`src/rtl/dbg_clk_sched.sv`:
```
// Debug clock scheduler: walks NUM_CLKS divider limit selections through every
// combination in odometer order and freezes the dividers around each change.
module dbg_clk_sched #(
   parameter int unsigned NUM_CLKS  = 4,
   parameter int unsigned NUM_LIMS  = 7,
   parameter int unsigned IDX_WDH   = 3,
   parameter int unsigned CLK_WDH   = 17,
   parameter int unsigned DWELL     = 250000,
   parameter int unsigned SETTLE    = 4,
   parameter int unsigned COMBO_WDH = 12
) (
   input  logic                        i_clk,
   input  logic                        reset,
   input  logic                        i_enable,
   input  logic                        i_hold,
   input  logic                        i_step,
   output logic [NUM_CLKS*IDX_WDH-1:0] o_lims_idxs,
   output logic [NUM_CLKS*CLK_WDH-1:0] o_lim_vals,
   output logic                        o_changing,
   output logic                        o_load,
   output logic                        o_wrap,
   output logic [COMBO_WDH-1:0]        o_combo_cnt
);
   localparam int unsigned DW_WDH = $clog2(DWELL + 1);
   localparam int unsigned ST_WDH = $clog2(SETTLE + 1);
   localparam logic [DW_WDH-1:0]  DWELL_C  = DW_WDH'(DWELL);
   localparam logic [ST_WDH-1:0]  SETTLE_C = ST_WDH'(SETTLE);
   localparam logic [IDX_WDH-1:0] LAST_IDX = IDX_WDH'(NUM_LIMS - 1);
   localparam logic [NUM_CLKS*CLK_WDH-1:0] VALS_RST = {NUM_CLKS{CLK_WDH'(2)}};

   typedef enum logic [2:0] {S_IDLE, S_DWELL, S_FREEZE, S_LOAD, S_SETTLE} state_t;

   // Limit table: 2^(p-1) for the primes 2,3,5,7,11,13,17.
   function automatic logic [CLK_WDH-1:0] rom_val(input logic [IDX_WDH-1:0] idx);
      logic [CLK_WDH-1:0] v;
      case (int'(idx))
         1:       v = CLK_WDH'(4);
         2:       v = CLK_WDH'(16);
         3:       v = CLK_WDH'(64);
         4:       v = CLK_WDH'(1024);
         5:       v = CLK_WDH'(4096);
         6:       v = CLK_WDH'(65536);
         default: v = CLK_WDH'(2);
      endcase
      return v;
   endfunction

   state_t                      state_q;
   logic [DW_WDH-1:0]           dcnt_q;
   logic [ST_WDH-1:0]           scnt_q;
   logic [IDX_WDH-1:0]          idx_q [NUM_CLKS];
   logic [IDX_WDH-1:0]          idx_d [NUM_CLKS];
   logic [NUM_CLKS*CLK_WDH-1:0] vals_q, vals_d;
   logic                        changing_q, load_q, wrap_q, wrap_d, carry_c;
   logic [COMBO_WDH-1:0]        combo_q;

   // Odometer increment; carry out of the top digit marks the wrap.
   always_comb begin
      carry_c = 1'b1;
      idx_d   = idx_q;
      vals_d  = '0;
      for (int unsigned k = 0; k < NUM_CLKS; k++) begin
         if (carry_c) begin
            if (idx_q[k] == LAST_IDX) begin
               idx_d[k] = '0;
            end else begin
               idx_d[k] = idx_q[k] + IDX_WDH'(1);
               carry_c  = 1'b0;
            end
         end
         vals_d[k*CLK_WDH +: CLK_WDH] = rom_val(idx_d[k]);
      end
      wrap_d = carry_c;
   end

   always_ff @(posedge i_clk or negedge reset) begin
      if (!reset) begin
         state_q    <= S_IDLE;
         dcnt_q     <= '0;
         scnt_q     <= '0;
         for (int unsigned k = 0; k < NUM_CLKS; k++) idx_q[k] <= '0;
         vals_q     <= VALS_RST;
         changing_q <= 1'b0;
         load_q     <= 1'b0;
         wrap_q     <= 1'b0;
         combo_q    <= '0;
      end else begin
         case (state_q)
            S_IDLE: begin
               if (i_enable) begin
                  state_q <= S_DWELL;
                  dcnt_q  <= DW_WDH'(1);
               end
            end
            S_DWELL: begin
               if (!i_enable) begin
                  state_q <= S_IDLE;
               end else if (i_step || (dcnt_q == DWELL_C && !i_hold)) begin
                  state_q    <= S_FREEZE;
                  changing_q <= 1'b1;
               end else if (!i_hold) begin
                  dcnt_q <= dcnt_q + DW_WDH'(1);
               end
            end
            S_FREEZE: begin
               idx_q   <= idx_d;
               vals_q  <= vals_d;
               combo_q <= combo_q + COMBO_WDH'(1);
               load_q  <= 1'b1;
               wrap_q  <= wrap_d;
               state_q <= S_LOAD;
            end
            S_LOAD: begin
               load_q  <= 1'b0;
               wrap_q  <= 1'b0;
               scnt_q  <= ST_WDH'(1);
               state_q <= S_SETTLE;
            end
            S_SETTLE: begin
               if (scnt_q == SETTLE_C) begin
                  changing_q <= 1'b0;
                  if (i_enable) begin
                     state_q <= S_DWELL;
                     dcnt_q  <= DW_WDH'(1);
                  end else begin
                     state_q <= S_IDLE;
                  end
               end else begin
                  scnt_q <= scnt_q + ST_WDH'(1);
               end
            end
            default: state_q <= S_IDLE;
         endcase
      end
   end

   always_comb begin
      o_lims_idxs = '0;
      for (int unsigned k = 0; k < NUM_CLKS; k++) o_lims_idxs[k*IDX_WDH +: IDX_WDH] = idx_q[k];
   end

   assign o_lim_vals  = vals_q;
   assign o_changing  = changing_q;
   assign o_load      = load_q;
   assign o_wrap      = wrap_q;
   assign o_combo_cnt = combo_q;

endmodule
```
`config.mk`:
```
export PLATFORM = sky130hd
export DESIGN_NAME = dbg_clk_sched
export DESIGN_NICKNAME = d
export VERILOG_FILES = /design/src/rtl/dbg_clk_sched.sv
export SDC_FILE = /design/constraint.sdc
export NUM_CORES = 1
export LEC_CHECK = 0
export ABC_AREA = 1
export BUFFER_PORTS_ARGS = -buffer_cell sky130_fd_sc_hd__buf_2
export CAP_MARGIN = 0
export CORE_MARGIN = 3
export CORE_UTILIZATION = 51
export CTS_BUF_LIST = sky130_fd_sc_hd__clkbuf_4
export DETAILED_ROUTE_END_ITERATION = 7
export GPL_TIMING_DRIVEN = 0
export MAX_ROUTING_LAYER = met4
export PLACE_DENSITY = 0.83
export SLEW_MARGIN = 20
export SYNTH_ARGS = -nofsm -noshare
export SYNTH_HDL_FRONTEND = slang
export SYNTH_SLANG_ARGS = --single-unit
export TNS_END_PERCENT = 100
```
`constraint.sdc`:
```
create_clock -name i_clk -period 2 [get_ports i_clk]
set_input_delay 0.1 -clock i_clk [delete_from_list [all_inputs] [get_ports i_clk]]
set_output_delay 0.1 -clock i_clk [all_outputs]
set_load 0.02 [all_outputs]
```
==> out/qor.yml, run 1 <==
run_status:
  outcome: "completed"
layout:
  antenna_cells: 0
  final_nets: 698
  syn_to_final_growth_pct: 17.72
  design_area_sq_mm: 0.005320
  utilization_pct: 63.16
  drive_gt1_share_pct: 24.82
power:
  cellLeakagePower_nw: 2.857
  power_density_mw_per_mm2: 1011
  vdd_drop_max_mv: 1.047
  p_total_mw: 5.379
global_routing:
  grt-ovfl-total: 0
  grt_util_all_layers_pct: 21.78
  use_met1_pct: 27.38
  grt_pass1_wl_mm: 17.11
  met2_usage_pct: 35.37
  busiest_layer: "met2"
  antenna_found_initial: 0
  grtUsageMet3_pct: 5.212
  grt_pass1_vias: 3781
  grt_max_degree: 57
clock_tree:
  htreeDepth: 3
  cts_tree: "yes"
  cts.sink_count: 79
  clkTransAtPathRegs_ns: 0.13
  cts_buffers: 9
  cts_root_buf: "clkbuf_4"
  clk-insertion-delay-late_ns: 0.44
  clockBufferDepth: 2
place:
  placed_area_sq_mm: 0.005122
  port_buffers: 59
  preCtsSetupSlack_ns: 0.2190
  globalplace.congestion: 0.8822
  dpl.hpwl_mm: 7.547
detailed_routing:
  vias: 3943
  viasPerCell: 4.941
  wl_mm: 10.15
  drt_iter0_drc: 206
  ant_nets: 0
  drcViolationCount: 0
  wire_per_inst_microns: 12.71
  first_pass_iters: 5
floorplanning:
  rows: 33
  die_area_sq_mm: 0.01003
  die_w_microns: 100.1
  ios: 100
  die_y_microns: 100.1
  fp.coreArea_sq_mm: 0.008423
  start_util_pct: 53.65
synth:
  synth-edff-count: 0
  synth_cell_types: 40
  synth_fa_ha_area_share_pct: 1.384
  synth_compound_area_share_pct: 6.977
  synthMuxAreaShare_pct: 0
  synthCells: 577
  ys.flop_type: "dfrtp_1"
  synthesis.area_sq_mm: 0.004519
  ys_seq_elements: 79
  avgSynthCellArea_sq_um: 7.832
  synth_xor_area_share_pct: 4.264
  yosysWarnings: 0
  synth_simple_gate_area_share_pct: 31.20
  async_flop_share_pct: 100.0
  synth_top_family_by_area: "simple AND/OR/NAND/NOR gates"
  yosysSeqAreaShare_pct: 43.85
setup_path:
  critPathMaxFanout: 10
  critPathKind: "reg2reg"
  required_ns: 2.38
  rr_startpoint: "dcnt_q[0]"
  start_kind: "flip-flop"
  critPathLaunch: "dcnt_q[0]"
  worstPathArrival_ns: 2.16
  critPathCaptureType: "flip-flop"
sta:
  slew_violations: 0
  slew_headroom_pct: 64.97
  setup_viol: 0
  setup_ws_ns: 0.2133
  setup_tns_ns: 0
  final.period_utilization_pct: 89.33
  finClkSkew_ns: 0.01437
  worstMarginPinSlew_ns: 0.5255
  fmax_ghz: 0.5597
  rsz0062_at_grt: "no"
  min_period_ns: 1.787
  hold_violations: 0
flow_run:
  drv_cap: 0
worst_hold_path:
  hold_class: "in2reg"
  min_from: "i_enable"
## where the power goes
| group | switching, mW | total (mW) | internal, mW |
|---|---|---|---|
| registers | 0.310 | 2.21 | 1.90 |
| logic | 1.32 | 1.93 | 0.613 |
| clock network | 0.600 | 1.24 | 0.635 |
| total | 2.23 | 5.38 | 3.15 |
## Yosys cell counts (all sizes together), types with 2 or more instances
cell	number	area (sq um)
nor3	2	10.01
nand4	6	37.54
dfrtp	75	1877
o21ai	31	185.2
inv	51	191.4
xor2	13	113.9
nor2	75	360.3
a22o	2	17.52
nor3b	3	22.52
clkbuf	3	11.26
ha	5	62.56
xnor2	9	78.83
o211ai	2	15.01
clkinv	2	8.750
a21oi	8	51.30
nand2	206	818.3
o31ai	4	30.03
dfstp	4	105.1
nand3	25	147.7
buf	46	341.6
## repair_timing
item / in CTS / in global routing
buffers inserted: 0 / 0
endpoints found under the hold margin: 75 / 0
endpoints found under the setup margin: 0 / 3
resized for setup: 0 / 1
hold buffers: 1 / 0
## path summary, 6_finish.rpt
kind | end | slack (ns) | depth (start not counted)
max in group asynchronous | o_lim_vals[35] | 1.27 | 3
hold / removal | state_q[0] | 0.04 | 3
setup reg to reg | dcnt_q[14] | 0.21 | 13
min in group asynchronous | o_changing | 0.09 | 2
hold reg to reg | o_combo_cnt[11] | 0.47 | 1
setup / recovery | dcnt_q[14] | 0.21 | 13
## stage by stage
stage	std cells	hold slack, ns
finish	798	0.03534
global route	798	0.02001
CTS	798	0.02120
detailed placement	781	0.02920
global placement	780	0.4527
floorplan	616	-0.1956
## worst max-delay path, cell delays in order, from the launching register on
cell     delay [ns]
dfrtp_2        0.47
inv_1          0.09
ha_1           0.14
inv_1          0.04
nor2_1         0.07
nand2_1        0.05
nor2_1         0.12
nand3_2        0.12
nand2_2        0.13
nand2_2        0.09
nand2_4        0.13
buf_6          0.15
nand2_1        0.05
nand2_1        0.07
## cells by family after synthesis
group	after synthesis
compound gates	49
xor+xnor	22
fa+ha+maj	5
buf+inv	102
flops	79
other cells	1
simple gates	319
## cells in the final DEF (no fill, tap or decap), types with 9 or more instances in the layout
cell	n
xnor2_1	9
dfrtp_1	74
nand3_1	22
xor2_1	13
nand2_1	192
buf_2	61
nor2_1	61
inv_1	45
nand2_2	12
buf_4	43
o21ai_0	18
conb_1	40
clkbuf_4	9
## area by class of cell
cell class	instances	area, sq um
clock buffer	9	67.56
buffer	49	352.8
clock inverter	7	118.9
inverter	53	200.2
tap	105	131.4
sequential	79	1983
multi-input combinational	435	2131
timing repair buffer	61	335.3
fill	750	3103
## registers in the layout, summed over array words and instances (netlist names)
register     flops
dcnt_q          18
o_changing       1
o_combo_cnt     12
o_lim_vals      28
o_lims_idxs     12
o_load           1
o_wrap           1
scnt_q           3
state_q          3
## per-layer routing
layer  vias to the layer above  routed length (microns)
met5                         -                        0
met4                         0                      116
met3                        14                      630
met2                       110                     5031
met1                      1873                     4366
li1                       1946                        -
(Power assumes the default switching activity.)
==> inputs of run 2 (changes only) <==
--- a/config.mk
+++ b/config.mk
@@ -10,7 +10,6 @@
 export CAP_MARGIN = 0
 export CORE_MARGIN = 3
 export CORE_UTILIZATION = 51
-export CTS_BUF_LIST = sky130_fd_sc_hd__clkbuf_4
 export DETAILED_ROUTE_END_ITERATION = 7
 export GPL_TIMING_DRIVEN = 0
 export MAX_ROUTING_LAYER = met4
==> run 2 against run 1 <==
Effect of this change:
- register-to-register slack hardly changed
- power is 5.2% higher
- count of clock-buffer cells in the layout is 1 higher
- critical endpoint is now dcnt_q[7]
- largest power group unchanged
- sequential power hardly changed
- critical path depth stayed put
- highest routed layer unchanged
==> out/qor.yml, run 2 (synthesis gave the netlist of run 1 again) <==
place:
  preCtsSetupSlack_ns: 0.2190  # unchanged
  placed_cells: 781  # unchanged
  dpl.hpwl_mm: 7.547  # unchanged
  globalplace.congestion: 0.8822  # unchanged
  placed_area_sq_mm: 0.005122  # unchanged
  port_buffers: 59  # unchanged
layout:
  final_nets: 698  # unchanged
  drive_gt1_share_pct: 24.96  # +0.14 points
  utilization_pct: 63.95  # +0.79 points
  fin_cells: 798  # unchanged
  syn_to_final_growth_pct: 19.19
  design_area_sq_mm: 0.005386  # +1.2%
  antenna_cells: 0  # unchanged
  layout_common_cells: "nand2_1 (192), dfrtp_1 (74), nor2_1 (61), buf_2 (61), inv_1 (45)"
  layout.area.seq_sq_mm: 0.001983  # unchanged
  largest_register_ffs: 28  # unchanged
  multi_input_area_sq_mm: 0.002131  # unchanged
  nFillCells: 737  # -1.7%
  final_common_cell: "nand2_1"
clock_tree:
  cts_buffers: 9  # unchanged
  htreeDepth: 3  # unchanged
  clkTransAtPathRegs_ns: 0.08  # -0.05 ns
  cts.sink_count: 79  # unchanged
  clockBufferDepth: 2  # unchanged
  cts_tree: "yes"
  cts_root_buf: "clkbuf_8"
  clk-insertion-delay-late_ns: 0.36  # -0.08 ns
setup_path:
  required_ns: 2.30  # -0.08 ns
  slowest_stage: "dfrtp_2"
  path_cells: "inv_1 > ha_1 > inv_1 > nor2_1 > nand2_1 > nor2_1 > nand3_2 > nand2_2 > nand2_2 > nand2_4 > buf_6 > nand2_1 > nand2_1"
  rr_worst_depth: 13  # unchanged
  critPathMaxFanout: 10  # unchanged
  worstPathArrival_ns: 2.09  # -0.07 ns
  critPathKind: "reg2reg"
  start_kind: "flip-flop"
  crit_top_cell: "nand2_1"
  cpPeakStageDelay_ns: 0.46  # about the same
  critPathCaptureType: "flip-flop"
worst_hold_path:
  hold_class: "in2reg"
  worstHoldPathCells: 3  # unchanged
detailed_routing:
  vias: 3987  # +1.1%
  wire_per_inst_microns: 12.80  # +0.72%
  first_pass_iters: 5  # unchanged
  drt_iter0_drc: 237  # +15%
  wl_mm: 10.22  # +0.72%
  drcViolationCount: 0  # unchanged
  ant_nets: 0  # unchanged
  viasPerCell: 4.996  # +1.1%
run_status:
  outcome: "completed"
sta:
  finClkSkew_ns: 0.01086  # -0.003514 ns
  slew_headroom_pct: 66.38  # +1.4 points
  setup_ws_ns: 0.2127  # -0.0006200 ns
  slew_violations: 0  # unchanged
  worstMarginPinSlew_ns: 0.5043  # -0.02118 ns
  rsz0062_at_grt: "no"
  min_period_ns: 1.787  # +0.0006200 ns
  timing.hold.ws_ns: 0.1192  # +0.08384 ns
  setup_viol: 0  # unchanged
  final.period_utilization_pct: 89.37  # about the same
  fmax_ghz: 0.5595  # about the same
  setup_tns_ns: 0  # unchanged
  hold_violations: 0  # unchanged
global_routing:
  grt_pass1_wl_mm: 17.22  # +0.64%
  grt_util_all_layers_pct: 21.99  # +0.21 points
  antenna_found_initial: 0  # unchanged
  grt-ovfl-total: 0  # unchanged
  grt_max_degree: 57  # unchanged
  grt_pass1_vias: 3799  # +0.48%
floorplanning:
  die_y_microns: 100.1  # unchanged
  fp.coreArea_sq_mm: 0.008423  # unchanged
  die_area_sq_mm: 0.01003  # unchanged
  ios: 100  # unchanged
  start_util_pct: 53.65  # unchanged
  rows: 33  # unchanged
  die_w_microns: 100.1  # unchanged
power:
  p_total_mw: 5.657  # +5.2%
  vdd_drop_max_mv: 1.119  # +6.9%
  cellLeakagePower_nw: 2.886  # +1.0%
  power_density_mw_per_mm2: 1050  # +3.9%
flow_run:
  drv_cap: 0  # unchanged
run 2: changes by cell type in the layout (fill, tap and decap cells not counted):
cell	change
clkinv_1	-1
clkbuf_4	-9
clkbuf_8	+10
run 2: final timing paths:
| path | from | end | slack (ns) |
|---|---|---|---|
| hold reg to reg | o_combo_cnt[11] | o_combo_cnt[11] | 0.46 |
| max in group asynchronous | reset | o_lim_vals[35] | 1.20 |
| setup / recovery | dcnt_q[0] | dcnt_q[7] | 0.21 |
| setup reg to reg | dcnt_q[0] | dcnt_q[7] | 0.21 |
| hold / removal | i_enable | state_q[0] | 0.12 |
| min in group asynchronous | reset | o_changing | 0.18 |
run 2: report_power, final:
part,leakage (nW),internal (mW),switching [mW]
registers,1.05,1.90,0.315
logic,1.71,0.616,1.33
clock network,0.123,0.870,0.629
total,2.89,3.39,2.27
run 2: worst max-delay path: cells and delay by family (launching register included):
family | cells | cell delay [ns]
flops | 1 | 0.46
simple gates | 9 | 0.84
fa+ha+maj | 1 | 0.14
buf+inv | 3 | 0.28
run 2: final cells by class:
cell class / instances / share of cell area, %
Clock inverter: 6 / 2.137
Sequential cell: 79 / 36.82
Tap cell: 105 / 2.439
Timing Repair Buffer: 61 / 6.225
Inverter: 53 / 3.717
Clock buffer: 10 / 2.555
Buffer: 49 / 6.551
Multi-Input combinational cell: 435 / 39.56
run 2: what timing repair did:
| action | 4_1_cts | 5_1_grt |
|---|---|---|
| gates resized for setup | 0 | 1 |
| setup buffers | 0 | 0 |
| endpoints found under the hold margin | 24 | 0 |
| hold buffers | 1 | 0 |
| setup endpoints to repair | 0 | 2 |
run 2: routing by layer:
layer | wire length, microns | up-vias | GRT usage (%) | share of wire, %
met5 | 0 | - | - | 0
met3 | 636 | 20 | 4.031 | 6.2
met1 | 4346 | 1887 | 27.50 | 43
met2 | 5018 | 134 | 35.63 | 49
met4 | 217 | 0 | 8.394 | 2.1
li1 | - | 1946 | - | -
